===== src/rtl/edge_gen_pkg.sv =====
// Shared types for the edge/pulse generator: FSM states, request codes and
// the request priority encoder.
package edge_gen_pkg;

    localparam int unsigned REQ_VEC_W = 4;

    typedef enum logic [1:0] {
        IDLE     = 2'd0,
        HOLD     = 2'd1,
        PULSE_HI = 2'd2
    } state_e;

    typedef enum logic [2:0] {
        REQ_NONE   = 3'd0,
        REQ_RISE   = 3'd1,
        REQ_FALL   = 3'd2,
        REQ_TOGGLE = 3'd3,
        REQ_PULSE  = 3'd4
    } req_e;

    // vec = {pulse, toggle, rise, fall}; highest bit wins
    function automatic req_e prio_enc(input logic [REQ_VEC_W-1:0] vec);
        if (vec[3]) return REQ_PULSE;
        if (vec[2]) return REQ_TOGGLE;
        if (vec[1]) return REQ_RISE;
        if (vec[0]) return REQ_FALL;
        return REQ_NONE;
    endfunction

    // More than one request strobe in the same cycle
    function automatic logic multi_req(input logic [REQ_VEC_W-1:0] vec);
        return (vec & (vec - REQ_VEC_W'(1))) != '0;
    endfunction

endpackage


===== src/rtl/edge_gen_if.sv =====
// Request/level bundle of the edge generator; master issues requests,
// slave (the generator) drives level, strobes and status.
interface edge_gen_if #(
    parameter int unsigned CNT_W = 8
);
    logic             rise_req;
    logic             fall_req;
    logic             toggle_req;
    logic             pulse_req;
    logic [CNT_W-1:0] pulse_len;
    logic             ready;
    logic             out_level;
    logic             out_rising;
    logic             out_falling;
    logic             out_both;
    logic             drop;

    modport master (
        output rise_req, fall_req, toggle_req, pulse_req, pulse_len,
        input  ready, out_level, out_rising, out_falling, out_both, drop
    );

    modport slave (
        input  rise_req, fall_req, toggle_req, pulse_req, pulse_len,
        output ready, out_level, out_rising, out_falling, out_both, drop
    );
endinterface


===== src/rtl/edge_hold_cnt.sv =====
// Hold/pulse down-counter: load has priority, decrement saturates at zero.
module edge_hold_cnt #(
    parameter int unsigned CNT_W = 8
) (
    input  logic             clk,
    input  logic             anrst,
    input  logic             i_load,
    input  logic             i_dec,
    input  logic [CNT_W-1:0] i_load_val,
    output logic             o_zero_c
);
    logic [CNT_W-1:0] r_cnt;

    always_ff @(posedge clk) begin
        if (!anrst) begin
            r_cnt <= '0;
        end else if (i_load) begin
            r_cnt <= i_load_val;
        end else if (i_dec && (r_cnt != '0)) begin
            r_cnt <= r_cnt - CNT_W'(1);
        end
    end

    assign o_zero_c = (r_cnt == '0);

endmodule


===== src/rtl/edge_gen.sv =====
// Edge/pulse generator: turns edge request strobes into a registered level with
// minimum high/low hold times, a one-deep pending buffer and matching edge strobes.
module edge_gen
    import edge_gen_pkg::*;
#(
    parameter int unsigned CNT_W      = 8,
    parameter int unsigned MIN_HIGH   = 4,
    parameter int unsigned MIN_LOW    = 4,
    parameter bit          INIT_LEVEL = 1'b0
) (
    input  logic      clk,
    input  logic      anrst,
    edge_gen_if.slave bus
);
    localparam logic [CNT_W-1:0] HI_LD  = CNT_W'(MIN_HIGH - 1);
    localparam logic [CNT_W-1:0] LO_LD  = CNT_W'(MIN_LOW - 1);
    localparam logic [CNT_W-1:0] HI_MIN = CNT_W'(MIN_HIGH);

    state_e           r_state;
    state_e           w_state_nxt;
    logic             r_level;
    logic             r_rise;
    logic             r_fall;
    logic             r_both;
    logic             r_drop;
    logic             r_ready;
    logic             r_pend_valid;
    req_e             r_pend_code;
    logic [CNT_W-1:0] r_pend_len;

    logic [REQ_VEC_W-1:0] w_req_vec;
    req_e             w_req;
    logic             w_multi;
    req_e             w_exec_code;
    logic [CNT_W-1:0] w_exec_len;
    logic             w_store;
    logic             w_pend_clr;
    logic             w_rej;
    logic             w_exec_rej;
    logic             w_do_rise;
    logic             w_do_fall;
    logic             w_do_pulse;
    logic             w_pulse_end;
    logic             w_edge_rise;
    logic             w_edge_fall;
    logic [CNT_W-1:0] w_pulse_ld;
    logic             w_cnt_zero;
    logic             w_cnt_load;
    logic             w_cnt_dec;
    logic [CNT_W-1:0] w_cnt_val;
    logic             w_level_nxt;
    logic             w_drop_nxt;
    logic             w_pend_valid_nxt;

    assign w_req_vec = {bus.pulse_req, bus.toggle_req, bus.rise_req, bus.fall_req};
    assign w_req     = prio_enc(w_req_vec);
    assign w_multi   = multi_req(w_req_vec);

    edge_hold_cnt #(.CNT_W(CNT_W)) u_hold_cnt (
        .clk        (clk),
        .anrst      (anrst),
        .i_load     (w_cnt_load),
        .i_dec      (w_cnt_dec),
        .i_load_val (w_cnt_val),
        .o_zero_c   (w_cnt_zero)
    );

    // Choose what executes this cycle and what gets buffered or rejected
    always_comb begin
        w_exec_code = REQ_NONE;
        w_exec_len  = bus.pulse_len;
        w_store     = 1'b0;
        w_pend_clr  = 1'b0;
        w_rej       = w_multi;
        unique case (r_state)
            IDLE: w_exec_code = w_req;
            HOLD: begin
                if (w_cnt_zero && r_pend_valid) begin
                    w_exec_code = r_pend_code;
                    w_exec_len  = r_pend_len;
                    w_pend_clr  = 1'b1;
                    if (w_req != REQ_NONE) w_rej = 1'b1;
                end else if (w_cnt_zero) begin
                    w_exec_code = w_req;
                end else if ((w_req == REQ_PULSE) && r_level) begin
                    w_rej = 1'b1;
                end else if (w_req != REQ_NONE) begin
                    if (r_pend_valid) w_rej = 1'b1;
                    else              w_store = 1'b1;
                end
            end
            PULSE_HI: begin
                if (w_req == REQ_PULSE) begin
                    w_rej = 1'b1;
                end else if (w_req != REQ_NONE) begin
                    if (r_pend_valid) w_rej = 1'b1;
                    else              w_store = 1'b1;
                end
            end
            default: ;
        endcase
    end

    // Redundant rise/fall are consumed silently; a pulse needs a low level
    always_comb begin
        w_do_rise  = 1'b0;
        w_do_fall  = 1'b0;
        w_do_pulse = 1'b0;
        w_exec_rej = 1'b0;
        unique case (w_exec_code)
            REQ_RISE:   w_do_rise = !r_level;
            REQ_FALL:   w_do_fall = r_level;
            REQ_TOGGLE: begin
                w_do_rise = !r_level;
                w_do_fall = r_level;
            end
            REQ_PULSE: begin
                w_do_pulse = !r_level;
                w_exec_rej = r_level;
            end
            default: ;
        endcase
    end

    // Pulse high time is max(len, MIN_HIGH); len 0 falls into the MIN_HIGH case
    always_comb begin
        w_pulse_ld = HI_LD;
        if (w_exec_len > HI_MIN) w_pulse_ld = w_exec_len - CNT_W'(1);
    end

    assign w_pulse_end = (r_state == PULSE_HI) && w_cnt_zero;
    assign w_edge_rise = w_do_rise || w_do_pulse;
    assign w_edge_fall = w_do_fall || w_pulse_end;

    always_ff @(posedge clk) begin
        if (!anrst) r_state <= IDLE;
        else        r_state <= w_state_nxt;
    end

    always_comb begin
        w_state_nxt = r_state;
        if (w_do_pulse)                         w_state_nxt = PULSE_HI;
        else if (w_edge_rise || w_edge_fall)    w_state_nxt = HOLD;
        else if ((r_state == HOLD) && w_cnt_zero) w_state_nxt = IDLE;
    end

    always_comb begin
        w_level_nxt = r_level;
        if (w_edge_rise)      w_level_nxt = 1'b1;
        else if (w_edge_fall) w_level_nxt = 1'b0;
        w_drop_nxt       = w_rej || w_exec_rej;
        w_pend_valid_nxt = r_pend_valid;
        if (w_store)         w_pend_valid_nxt = 1'b1;
        else if (w_pend_clr) w_pend_valid_nxt = 1'b0;
        w_cnt_load = w_edge_rise || w_edge_fall;
        w_cnt_val  = w_do_pulse ? w_pulse_ld : (w_edge_rise ? HI_LD : LO_LD);
        w_cnt_dec  = (r_state != IDLE);
    end

    // Strobes come from the same edge decision that moves the level
    always_ff @(posedge clk) begin
        if (!anrst) begin
            r_level <= INIT_LEVEL;
            r_rise  <= 1'b0;
            r_fall  <= 1'b0;
            r_both  <= 1'b0;
            r_drop  <= 1'b0;
            r_ready <= 1'b1;
        end else begin
            r_level <= w_level_nxt;
            r_rise  <= w_edge_rise;
            r_fall  <= w_edge_fall;
            r_both  <= w_edge_rise || w_edge_fall;
            r_drop  <= w_drop_nxt;
            r_ready <= !w_pend_valid_nxt;
        end
    end

    always_ff @(posedge clk) begin
        if (!anrst) begin
            r_pend_valid <= 1'b0;
            r_pend_code  <= REQ_NONE;
            r_pend_len   <= '0;
        end else begin
            r_pend_valid <= w_pend_valid_nxt;
            if (w_store) begin
                r_pend_code <= w_req;
                r_pend_len  <= bus.pulse_len;
            end
        end
    end

    assign bus.out_level   = r_level;
    assign bus.out_rising  = r_rise;
    assign bus.out_falling = r_fall;
    assign bus.out_both    = r_both;
    assign bus.drop        = r_drop;
    assign bus.ready       = r_ready;

endmodule


===== src/flat_wrapper.sv =====
// flat-port wrapper written by rule: the top's interface ports become plain ports
module edge_gen_flat import edge_gen_pkg::*;
#(
    parameter int unsigned CNT_W      = 8,
    parameter int unsigned MIN_HIGH   = 4,
    parameter int unsigned MIN_LOW    = 4,
    parameter bit          INIT_LEVEL = 1'b0
)
  (clk, anrst, bus_rise_req, bus_fall_req, bus_toggle_req, bus_pulse_req, bus_pulse_len, bus_ready, bus_out_level, bus_out_rising, bus_out_falling, bus_out_both, bus_drop);
  edge_gen_if #(.CNT_W(CNT_W)) bus_i ();
  input  logic clk;
  input  logic anrst;
  input wire logic [$bits(bus_i.rise_req)-1:0] bus_rise_req;
  input wire logic [$bits(bus_i.fall_req)-1:0] bus_fall_req;
  input wire logic [$bits(bus_i.toggle_req)-1:0] bus_toggle_req;
  input wire logic [$bits(bus_i.pulse_req)-1:0] bus_pulse_req;
  input wire logic [$bits(bus_i.pulse_len)-1:0] bus_pulse_len;
  output wire logic [$bits(bus_i.ready)-1:0] bus_ready;
  output wire logic [$bits(bus_i.out_level)-1:0] bus_out_level;
  output wire logic [$bits(bus_i.out_rising)-1:0] bus_out_rising;
  output wire logic [$bits(bus_i.out_falling)-1:0] bus_out_falling;
  output wire logic [$bits(bus_i.out_both)-1:0] bus_out_both;
  output wire logic [$bits(bus_i.drop)-1:0] bus_drop;
  assign bus_i.rise_req = bus_rise_req;
  assign bus_i.fall_req = bus_fall_req;
  assign bus_i.toggle_req = bus_toggle_req;
  assign bus_i.pulse_req = bus_pulse_req;
  assign bus_i.pulse_len = bus_pulse_len;
  assign bus_ready = bus_i.ready;
  assign bus_out_level = bus_i.out_level;
  assign bus_out_rising = bus_i.out_rising;
  assign bus_out_falling = bus_i.out_falling;
  assign bus_out_both = bus_i.out_both;
  assign bus_drop = bus_i.drop;
  edge_gen #(.CNT_W(CNT_W), .MIN_HIGH(MIN_HIGH), .MIN_LOW(MIN_LOW), .INIT_LEVEL(INIT_LEVEL)) u_core (.clk(clk), .anrst(anrst), .bus(bus_i));
endmodule

===== config.mk =====
export PLATFORM = sky130hd
export DESIGN_NAME = edge_gen_flat
export DESIGN_NICKNAME = d
export VERILOG_FILES = /design/src/rtl/edge_gen_pkg.sv /design/src/rtl/edge_gen_if.sv /design/src/rtl/edge_hold_cnt.sv /design/src/rtl/edge_gen.sv /design/src/flat_wrapper.sv
export SDC_FILE = /design/constraint.sdc
export NUM_CORES = 1
export LEC_CHECK = 0
export ABC_AREA = 1
export CORE_ASPECT_RATIO = 0.6
export CORE_MARGIN = 2
export CORE_UTILIZATION = 63
export CTS_CLUSTER_SIZE = 8
export DETAILED_ROUTE_END_ITERATION = 10
export DONT_BUFFER_PORTS = 1
export GPL_TIMING_DRIVEN = 0
export MAX_ROUTING_LAYER = met4
export PLACE_DENSITY = 0.8
export SLEW_MARGIN = 20
export SYNTH_ARGS = -nofsm -noshare
export SYNTH_HDL_FRONTEND = slang
export SYNTH_SLANG_ARGS = --single-unit
export TNS_END_PERCENT = 1

===== constraint.sdc =====
create_clock -name clk -period 3.2 [get_ports clk]
set_clock_uncertainty 0.15 [all_clocks]
set_input_delay 0.64 -clock clk [delete_from_list [all_inputs] [get_ports clk]]
set_output_delay 0.64 -clock clk [all_outputs]
set_load 0.01 [all_outputs]

==> impl_metrics.ini, run 1 <==
[grt]
grt_max_degree = 16
grt_pass1_wl_um = 6996
grt_util_all_layers_pct = 27.61
antenna_found_initial = 0
grt.overflow.total = 0
grt_pass1_vias = 1522

[placed_design]
dpl.cell_count = 344
dp.final_hpwl_um = 3306
port_buffers = 0
place_congestion = 0.9022

[synth]
syn-num-nets = 323
synthFlopType = dfxtp_1
yosysSeqAreaShare_pct = 29.36
ys_types = 32
avgSynthCellArea_um2 = 6.322
netlist.area_leader.share_pct = 29.36
yosys_warnings = 0
syn_area_mm2 = 0.001909
synth-edff-count = 0
syn-instance-count = 302
yosys.area.top_type = dfxtp_1
synth_area_leaders = dfxtp_1 29%, nand2_1 13%, nor2_1 9.2%, inv_1 8.7%, o21ai_0 6.6%
synth_async_sr_flop_share_pct = 0
ys_seq_elements = 28

[setup_path]
path_delay_family = simple AND/OR/NAND/NOR gates
worstSetupEndpointType = register
path_cells = inv_1, ha_1, clkbuf_1, nand2_1, inv_1, nand3_1, nand2_1, inv_1, ha_1, nor2_1, nor2_1, nand2_1, nand2_2, o21ai_0, nor2_1
crit_fanout = 10
critPathMaxStageDelay_ns = 0.40
critPathSlowestCell = clkbuf_1
path_buf_inv = 4
criticalPathCategory = register to register
cp.required_ns = 3.23
cp-start-kind = register
critPathArrivalTime_ns = 2.82

[cts]
clock_latency_ns = 0.28
cts-resized-gates = 0
cts_root_buf = clkbuf_8
cts.clk_slew.worst_paths_ns = 0.10
clockBufferDepth = 2
cts_sinks = 28
postCtsSetupRepairBufs = 0
htreeDepth = 1
hold_buffers = 0
cts_buffers = 3
cts_tree = built

[job]
drv_cap = 0

[timing]
setup_viol = 0
report.final.slew_viol_count = 0
finalCriticalPeriod_ns = 2.788
period_share_pct = 87.12
hold_viol_final = 0
rsz0062_at_grt = no
worst_slew_pin_slew_ns = 0.4508
slew_headroom_pct = 69.83
fmax_mhz = 358.7
tns_ns = 0

[detailed_routing]
first_pass_iters = 4
wl_per_cell_um = 12.06
vias = 1870
drc = 0
drt_iter0_drc = 161
wl_um = 4198
postRouteAntennaNets = 0
vias_per_cell = 5.374

[floorplanning]
io_pins = 20
num_rows = 15
fp.coreArea_mm2 = 0.002872
dieArea_mm2 = 0.003502
chipHeight_um = 46.65
fp.dieW_um = 75.07
start_util_pct = 66.49

[finish]
layout-drive-gt1-share_pct = 8.497
fin_cells = 348
final_common_cell = nand2_1
diodes = 0
area_growth_pct = 5.635
most-common-layout-cells = 68 x nand2_1, 47 x nor2_1, 44 x inv_1, 28 x dfxtp_1, 25 x o21ai_0
fillCellCount = 270
nNetsFinal = 328

[power]
vdd_ir_drop_max_mv = 0.5598
pwr_density_cell_mw_per_mm2 = 880.6
leakagePower_nw = 0.9709

[hold_path]
min_path_type = register to register

[run_status]
status = finished clean
[synthesized netlist by cell type (all sizes together) (4+ instances only)]
library cell  number
nand3             22
buf                4
dfxtp             28
nand4             11
o21ai             27
inv               49
nand2             69
nor2              53
a21oi             15
xnor2              4
ha                 7
[worst reg2reg max path: cells and delay by family (launching register included)]
family | cells | cell delay (ns)
buf+inv | 4 | 0.74
compound gates | 1 | 0.18
simple gates | 8 | 0.79
flops | 1 | 0.34
fa+ha+maj | 2 | 0.50
[worst paths after layout]
| kind | from | endpoint | slack (ns) | cells after the start |
|---|---|---|---|---|
| max | u_core.r_state[1] | u_core.u_hold_cnt.r_cnt[0] | 0.41 | 15 |
| min | u_core.r_pend_len[7] | u_core.r_pend_len[7] | 0.31 | 2 |
| max reg2reg | u_core.r_state[1] | u_core.u_hold_cnt.r_cnt[0] | 0.41 | 15 |
| min reg2reg | u_core.r_pend_len[7] | u_core.r_pend_len[7] | 0.31 | 2 |
[power by group]
part | switching (mW) | leakage, nW | internal, mW
Combinational | 0.646 | 0.713 | 0.364
Sequential | 0.0821 | 0.229 | 0.458
Clock | 0.116 | 0.0288 | 0.110
Total | 0.844 | 0.971 | 0.932
[cell type report]
type	count	area, um^2	share of cell area [%]
Buffer	6	32.53	1.613
Clock buffer	4	55.05	2.730
Multi-Input combinational cell	219	1132	56.14
Tap cell	42	52.55	2.605
Inverter	49	183.9	9.119
Sequential cell	28	560.5	27.79
[per-layer routing]
| metal | share of wire [%] | global-route usage, % |
|---|---|---|
| met5 | 0 | - |
| met4 | 0.52 | 3.214 |
| met3 | 7.8 | 5.689 |
| met2 | 41 | 40.70 |
| met1 | 51 | 39.87 |
[stage by stage]
| step | total power [mW] | hold slack, ns | worst slack, ns | cell area, um^2 | utilization, % |
|---|---|---|---|---|---|
| after floorplan | 1.353 | 0.2800 | 0.9445 | 1909 | - |
| after global placement | 1.523 | 0.2961 | 0.5202 | 1962 | 68.32 |
| after detailed placement | 1.546 | 0.2940 | 0.4793 | 1962 | 68.32 |
| after CTS | 1.770 | 0.3090 | 0.4390 | 2017 | 70.24 |
| after global routing | 1.946 | 0.3344 | 0.1006 | 2017 | 70.24 |
| final | 1.776 | 0.3098 | 0.4122 | 2017 | 70.24 |
[registers in the layout (all words and copies together) (netlist names), 2 cells and up]
signal / flops
u_core.r_pend_code: 3
u_core.r_pend_len: 8
u_core.r_state: 2
u_core.u_hold_cnt.r_cnt: 8
[logic make-up (layout without fill, tap and decap cells)]
group                      Yosys count  in the layout  synth area share, %
and+or+nand+nor                    160            160                38.86
buffers and inverters               55             59                11.34
AOI/OAI and AO/OA                   46             46                13.11
DFF                                 28             28                29.36
adders and majority gates            7              7                4.587
xor gates and xnor gates             6              6                2.752
No activity file was read; power rests on OpenSTA's default activity.
==> run 2, diff against run 1 <==
--- a/config.mk
+++ b/config.mk
@@ -15,6 +15,7 @@
 export GPL_TIMING_DRIVEN = 0
 export MAX_ROUTING_LAYER = met4
 export PLACE_DENSITY = 0.8
+export RECOVER_POWER = 50
 export SLEW_MARGIN = 20
 export SYNTH_ARGS = -nofsm -noshare
 export SYNTH_HDL_FRONTEND = slang
==> run 2 against run 1 <==
  * Wire length rose by 0.52%
  * Count of clock-buffer cells in the layout unchanged
  * Worst setup slack improved by 0.015 ns
  * Total power decreased by 1.2%
  * Fmax rose by 0.53%
  * Design area shrank 0.99%
  * Flip-flop and latch count unchanged
  * Critical path type unchanged
  * Die area unchanged
  * Clock power about the same
  * Hold slack better by 0.0016 ns
==> impl_metrics.ini, run 2 (same netlist as run 1, synthesis figures left out) <==
[setup_path]
critPathMaxStageDelay_ns = 0.40
critPathSlowestCell = clkbuf_1
crit_fanout = 10
cp-start-kind = register
cp.required_ns = 3.23
criticalPathCategory = register to register
critPathArrivalTime_ns = 2.81
path_cells = inv_1, ha_1, clkbuf_1, nand2_1, inv_1, nand3_1, nand2_1, inv_1, ha_1, nor2_1, nor2_1, nand2_1, nand2_2, o21ai_0, nor2_1
worstSetupEndpointType = register

[floorplanning]
num_rows = 15
dieArea_mm2 = 0.003502
chipHeight_um = 46.65
fp.dieW_um = 75.07
start_util_pct = 66.49
io_pins = 20
fp.coreArea_mm2 = 0.002872

[power]
total_power_mw = 1.755
leakagePower_nw = 0.9652
pwr_density_cell_mw_per_mm2 = 879.0
vdd_ir_drop_max_mv = 0.5601

[detailed_routing]
vias_per_cell = 5.365
dr_wl_met3_um = 334
first_pass_iters = 4
highest_layer = met4
wl_um = 4220
wl_met1_um = 2127
postRouteAntennaNets = 0
vias = 1867
met2_length_um = 1739
drc = 0
wl_per_cell_um = 12.13
drt_iter0_drc = 166

[cts]
cts_sinks = 28
hold_buffers = 0
cts-resized-gates = 0
cts_root_buf = clkbuf_8
htreeDepth = 1
cts_tree = built
clockBufferDepth = 2
cts.clk_slew.worst_paths_ns = 0.10
clock_latency_ns = 0.28
postCtsSetupRepairBufs = 0
cts_buffers = 3

[grt]
antenna_found_initial = 0
grt_util_all_layers_pct = 27.61
grt_max_degree = 16
grt_pass1_vias = 1522
grt_pass1_wl_um = 6996
grt.overflow.total = 0

[finish]
largestRegisters = u_core.r_pend_len: 8 flops, u_core.u_hold_cnt.r_cnt: 8 flops, u_core.r_pend_code: 3 flops
most-common-layout-cells = 68 x nand2_1, 48 x nor2_1, 44 x inv_1, 28 x dfxtp_1, 25 x o21ai_0
fillCellCount = 274
area_growth_pct = 4.587
final_common_cell = nand2_1
ff_latch_area_um2 = 560.5
nNetsFinal = 328
diodes = 0
layout-drive-gt1-share_pct = 7.516
multi_input_area_mm2 = 0.001114

[placed_design]
dp.final_hpwl_um = 3306
place_congestion = 0.9022
place_ws_ns = 0.4793
port_buffers = 0

[timing]
hold_viol_final = 0
rsz0062_at_grt = no
worst_slew_pin_slew_ns = 0.8106
setup_slack_ns = 0.4270
period_share_pct = 86.66
slew_headroom_pct = 45.96
holdWs_ns = 0.3114
setup_viol = 0
report.final.slew_viol_count = 0
tns_ns = 0
fmax_mhz = 360.6
finalCriticalPeriod_ns = 2.773

[hold_path]
min_path_type = register to register

[job]
drv_cap = 0

[run_status]
status = finished clean
run 2: cell count changes in the layout (fill, tap and decap cells not counted):
cell,change
nor2_1,+1
buf_2,-1
nor2_4,-1
clkbuf_1,+1
a21oi_4,-1
a21oi_1,+1
run 2: power by group:
group / internal, mW / switching (mW) / total, mW / leakage (nW)
Clock: 0.111 / 0.118 / 0.229 / 0.0288
Sequential: 0.458 / 0.0820 / 0.540 / 0.229
Combinational: 0.354 / 0.632 / 0.987 / 0.707
Total: 0.923 / 0.832 / 1.76 / 0.965
run 2: worst paths after layout:
check                  startpoint                         end  slack [ns]  cells past startpoint
max             u_core.r_state[1]  u_core.u_hold_cnt.r_cnt[0]        0.43                     15
max reg2reg     u_core.r_state[1]  u_core.u_hold_cnt.r_cnt[0]        0.43                     15
min reg2reg  u_core.r_pend_len[6]        u_core.r_pend_len[6]        0.31                      2
min          u_core.r_pend_len[6]        u_core.r_pend_len[6]        0.31                      2
run 2: final cells by class:
cell class	instances	share of cell area (%)
buffer	6	1.566
clock buffer	4	2.757
inverter	49	9.210
multi-input combinational	219	55.76
sequential	28	28.07
tap	42	2.632
run 2: worst max-delay path: cells and delay by family, from the launching register on:
kind,cells,cell delay (ns)
and+or+nand+nor,8,0.78
buffers and inverters,4,0.74
adders and majority gates,2,0.49
DFF,1,0.34
AOI/OAI and AO/OA,1,0.18
run 2: metrics by stage:
stage | cells | area, um^2 | utilization, %
5_1_grt | 348 | 1997 | 69.54
4_1_cts | 348 | 2017 | 70.24
3_5_place_dp | 344 | 1962 | 68.32
2_1_floorplan | 302 | 1909 | -
6_report | 348 | 1997 | 69.54
3_3_place_gp | 344 | 1962 | 68.32
run 2: per-layer routing:
metal  vias up  track usage, %
met5         -               -
met4         0           3.214
met3         2           5.689
met2        60           40.70
met1       833           39.87
li1        972               -
